File: config.mk
export PLATFORM = sky130hd
export DESIGN_NAME = bdd_node_walker
export DESIGN_NICKNAME = d
export VERILOG_FILES = /design/src/rtl/bdd_node_walker.sv
export SDC_FILE = /design/constraint.sdc
export NUM_CORES = 1
export LEC_CHECK = 0
export ABC_AREA = 0
export ABC_CLOCK_PERIOD_IN_PS = 1700
export CORE_ASPECT_RATIO = 1.25
export CORE_MARGIN = 2
export CORE_UTILIZATION = 25
export DETAILED_ROUTE_END_ITERATION = 12
export PLACE_DENSITY = 0.54
export SLEW_MARGIN = 20
export SYNTH_ARGS = -nofsm -noshare
export SYNTH_HDL_FRONTEND = slang
export SYNTH_SLANG_ARGS = --single-unit
File: constraint.sdc
create_clock -name clk -period 1.7 [get_ports clk]
set_input_delay 0.255 -clock clk [delete_from_list [all_inputs] [get_ports clk]]
set_output_delay 0.255 -clock clk [all_outputs]
set_load 0.02 [all_outputs]
File: src/rtl/bdd_node_walker.sv
// Decision-tree walker: fetches node words, requests a MAC per internal node, follows children to a leaf.
// Optional BDD_WALK_PATH_EN records the left/right decision history in path_bits.
module bdd_node_walker #(
  parameter int ADDR_W    = 8,
  parameter int ACC_W     = 20,
  parameter int CLASS_W   = 4,
  parameter int MAX_DEPTH = 16
) (
  input  logic                                clk,
  input  logic                                rst,
  input  logic                                start,
  input  logic [ADDR_W-1:0]                   root_addr,
  output logic                                node_rd_en,
  output logic [ADDR_W-1:0]                   node_rd_addr,
  input  logic [1+ACC_W+2*ADDR_W+CLASS_W-1:0] node_rd_data,
  output logic                                mac_start,
  output logic [ADDR_W-1:0]                   mac_node,
  input  logic [ACC_W-1:0]                    acc,
  input  logic                                acc_valid,
  output logic                                busy,
  output logic                                done,
  output logic [CLASS_W-1:0]                  class_out,
  output logic                                err,
  output logic [MAX_DEPTH-1:0]                path_bits
);

  localparam int NODE_W  = 1 + ACC_W + 2*ADDR_W + CLASS_W;
  localparam int DEPTH_W = $clog2(MAX_DEPTH + 1);

  typedef enum logic [2:0] {
    S_IDLE, S_FETCH, S_WAIT_MEM, S_CHECK, S_MAC_REQ, S_WAIT_MAC, S_DECIDE
  } state_t;

  state_t state, state_nxt;

  logic [ADDR_W-1:0]  cur;
  logic [DEPTH_W-1:0] depth;
  logic [ACC_W-1:0]   thr_q;
  logic [ADDR_W-1:0]  left_q, right_q;
  logic               dec;

  logic               rd_leaf;
  logic [ACC_W-1:0]   rd_thr;
  logic [ADDR_W-1:0]  rd_left, rd_right;
  logic [CLASS_W-1:0] rd_class;

  assign rd_leaf  = node_rd_data[NODE_W-1];
  assign rd_thr   = node_rd_data[NODE_W-2 -: ACC_W];
  assign rd_left  = node_rd_data[2*ADDR_W+CLASS_W-1 -: ADDR_W];
  assign rd_right = node_rd_data[ADDR_W+CLASS_W-1 -: ADDR_W];
  assign rd_class = node_rd_data[CLASS_W-1:0];

  // cur only moves in DECIDE, so it doubles as the stable MAC node index.
  assign node_rd_en   = (state == S_FETCH);
  assign node_rd_addr = cur;
  assign mac_start    = (state == S_MAC_REQ);
  assign mac_node     = cur;
  assign busy         = (state != S_IDLE);

  always_comb begin
    state_nxt = state;
    case (state)
      S_IDLE:     if (start) state_nxt = S_FETCH;
      S_FETCH:    state_nxt = S_WAIT_MEM;
      S_WAIT_MEM: state_nxt = S_CHECK;
      S_CHECK:    state_nxt = done ? S_IDLE : S_MAC_REQ;
      S_MAC_REQ:  state_nxt = S_WAIT_MAC;
      S_WAIT_MAC: if (acc_valid) state_nxt = S_DECIDE;
      S_DECIDE:   state_nxt = S_FETCH;
      default:    state_nxt = S_IDLE;
    endcase
  end

  // Leaf/depth outcome is resolved as the node word lands, so done is a registered pulse during CHECK.
  always_ff @(posedge clk) begin
    if (rst) begin
      state     <= S_IDLE;
      cur       <= '0;
      depth     <= '0;
      thr_q     <= '0;
      left_q    <= '0;
      right_q   <= '0;
      dec       <= 1'b0;
      done      <= 1'b0;
      err       <= 1'b0;
      class_out <= '0;
    end else begin
      state <= state_nxt;
      done  <= 1'b0;
      case (state)
        S_IDLE: if (start) begin
          cur   <= root_addr;
          depth <= '0;
          err   <= 1'b0;
        end
        S_WAIT_MEM: begin
          thr_q   <= rd_thr;
          left_q  <= rd_left;
          right_q <= rd_right;
          if (rd_leaf) begin
            class_out <= rd_class;
            done      <= 1'b1;
          end else if (depth == DEPTH_W'(MAX_DEPTH)) begin
            err  <= 1'b1;
            done <= 1'b1;
          end
        end
        S_WAIT_MAC: if (acc_valid) dec <= (acc >= thr_q);
        S_DECIDE: begin
          cur   <= dec ? right_q : left_q;
          depth <= depth + 1'b1;
        end
        default: ;
      endcase
    end
  end

`ifdef BDD_WALK_PATH_EN
  logic [MAX_DEPTH-1:0] path_q;

  always_ff @(posedge clk) begin
    if (rst) begin
      path_q <= '0;
    end else if (state == S_IDLE && start) begin
      path_q <= '0;
    end else if (state == S_DECIDE) begin
      for (int i = 0; i < MAX_DEPTH; i++)
        if (depth == DEPTH_W'(i)) path_q[i] <= dec;
    end
  end

  assign path_bits = path_q;
`else
  assign path_bits = '0;
`endif

endmodule

==> results.md <==
* IO buf count at 97
* Via density per instance at 4.27
* CTS tree: done
* Routability cong. at 0.773
* Die height at 127 µm
* Initial core utilization at 25.8%
* Netlist cell types at 36
* Placed inst area at 4150 µm²
* Vias in the first global route at 2622
* Synth warnings at 0
* Worst EP arrival at 1.88 ns
* Fraction of synthesized cell area taken by the top area cell type at 39.2%
* Via Count at 2785
* Total power at 4.22 mW
* Wl on met1 at 3300 µm
* Clock tree buffer depth at 2
* Simple-Gate Fraction of Synth Area at 19.5%
* # rows at 44
* Max Freq at 606 MHz
* Setup TNS at 0 ns
* Area leader, netlist: dfxtp_1
* Largest family of logic cells by synthesized area: simple AND/OR/NAND/NOR gates
* Drt first pass iters at 4
* Avg Cell Area, Syn at 7.75 µm²
* Routed wl met3 at 416 µm
* Min cycle time layout at 1.65 ns
* Reg-to-reg critical path startpoint: thr_q[19]
* CORE AREA at 11700 µm²
* Mux share of post-synthesis cell area at 2.65%
* Pwr dens at 936 nW/µm²
* Hold Buf Count CTS at 0
* Most frequent cells in the layout: clkdlybuf4s50_1 (93), nand2_1 (86), a21oi_1 (60)
* Hold Path Sink: depth[1]
* Xor/xnor share of the synthesized area at 0.871%
* Max H-tree Level at 3
* Worst setup EP type: flip-flop
* Total GRT Usage at 12.3%
* WS Path Type: input pin to flip-flop
* CTS buffer count at 9
* Max_cap viols at 0
* R2R Setup Slk at 0.08 ns
* Synth Area in Compound Gates at 15.7%
* I/O pins at 114
* Final setup viols at 0
* Clk_lat worst skew at 0.32 ns
* Max-slew violation count at 0
* Clock sink count at 59
* Status: complete, no violations
* Clk pin slew, worst setup/hold paths at 0.06 ns
* Path depth of the worst reg2reg path at 7
* Global-route wire length before repair at 12300 µm
* DR top layer: met4
* Mapped Area at 3020 µm²
* Final nets at 581
* Met2 WL at 4150 µm
* Yosys reg bits at 59
* Final Hold Viols at 0
* Final instance area at 4510 µm²
* Clk root buf: clkbuf_16
* WL per Instance at 12.2 µm
* Leading cell type in the layout, fill and taps excluded: clkdlybuf4s50_1
* WHS Path Cells at 2
* CP max FO at 2
* Final HPWL DP at 6130 µm
* Post-synthesis adder-cell area fraction at 9.12%
* Hold Path Class: input pin to flip-flop
* Post-place setup slack at -0.382 ns
* Gr ovfl total at 0
* Routed wire length at 7980 µm
* Worst EP required at 1.93 ns
* Antenna Nets Post-Route at 0
* Antenna violations before repair at 0
* R2R Path End: dec
* Largest net degree at the start of global routing at 42
* CP Launch Type: input pin
* Die Footprint at 13000 µm²
* Share of layout cells above drive strength 1 at 9.57%
* Final worst setup slack at 0.0496 ns
* Register area share after synthesis at 39.2%
* Max IR drop VDD at 0.416 mV
* Leakage at 1.65 nW
* Synth area leaders: dfxtp_1 (39%), nand2_1 (11%), a21oi_1 (10%)
* Antenna cells at 0
* Hold Crit Start: rst
* Final period utilization at 97.1%
* Final clock skew at 0.00866 ns
* Worst Hold Slack at 0.343 ns
* Cells after Synth at 389
* Die W at 102 µm
* First-iteration detailed-routing DRC count at 91
* RSZ-0062 raised after global routing: true
* P&R area growth vs syn at 49.5%
* DR DRC count at 0
-- power by group --
group	internal (mW)	switching [mW]	total [mW]
clock	1.32	0.642	1.96
sequential	1.46	0.0459	1.50
combinational	0.386	0.369	0.756
-- metal layers --
layer / up-vias / track usage (%)
li1: 1445 / -
met1: 1263 / 13.9
met2: 69 / 21.4
met3: 8 / 3.14
met4: 0 / 5.80
met5: - / 0
-- synthesized netlist by cell type, drive strengths merged --
master   instances
o21ai            5
a21boi           1
a311oi           1
a31oi            1
nor2            27
and2             1
ha              22
a22oi            1
nor4             1
or3b             1
a21oi           61
buf             33
nor3             4
inv             26
conb             1
dfxtp           59
a2bb2oi          1
clkbuf          13
nand2b           3
xor2             3
a21o             2
mux2i            8
nand4            4
and3b            1
a2111oi          1
nand3            9
nand2           86
or3              1
nor4bb           1
nor2b            1
a211oi          10
-- worst max-delay path by stage --
stage / end / cells past startpoint / from / slack (ns)
floorplan: mac_node[7] / 8 / state[1] / 0.15
global placement: dec / 6 / acc[14] / -0.26
detailed placement: dec / 6 / acc[13] / -0.38
CTS: dec / 6 / thr_q[13] / 0.003
global route: dec / 7 / acc[19] / -0.02
finish: dec / 7 / acc[17] / 0.05
-- metrics by stage --
step	instances	utilization, %
floorplan	404	-
global placement	635	35.5
detailed placement	635	35.5
CTS	651	38.4
global route	652	38.6
finish	652	38.6
-- critical path, cell delays in order --
cell and delay (ns):
clkdlybuf4s50_1 0.43, ha_1 0.31, nand4_1 0.18, buf_4 0.19
buf_4 0.12, a21o_1 0.15, a311oi_1 0.24
-- layout make-up --
class / instances / area (µm²)
Sequential cell: 59 / 1180
Tap cell: 161 / 201
Fill cell: 1226 / 7160
Clock inverter: 6 / 88.8
Inverter: 26 / 97.6
Timing Repair Buffer: 117 / 1150
Clock buffer: 10 / 239
Multi-Input combinational cell: 273 / 1550
-- repair_timing --
action / in CTS / in global routing
resized for setup: 5 / 10
buffers inserted: 0 / 1
setup endpoints to repair: 4 / 5
pin swaps: 0 / 4
-- state kept, by name, indices dropped and copies added (netlist names) --
name	cells
depth	5
dec	1
mac_node	8
err	1
left_q	8
done	1
thr_q	20
right_q	8
state	3
class_out	4
-- kinds of logic after synthesis --
kind of cell             Yosys count
XOR/XNOR                           3
buffers and inverters             72
AND/OR/NAND/NOR                  140
AO/OA/AOI/OAI                     84
flip-flops                        59
multiplexers                       8
adder cells (fa/ha/maj)           22
other                              1
Note: power is estimated with default switching activity, not from simulation.
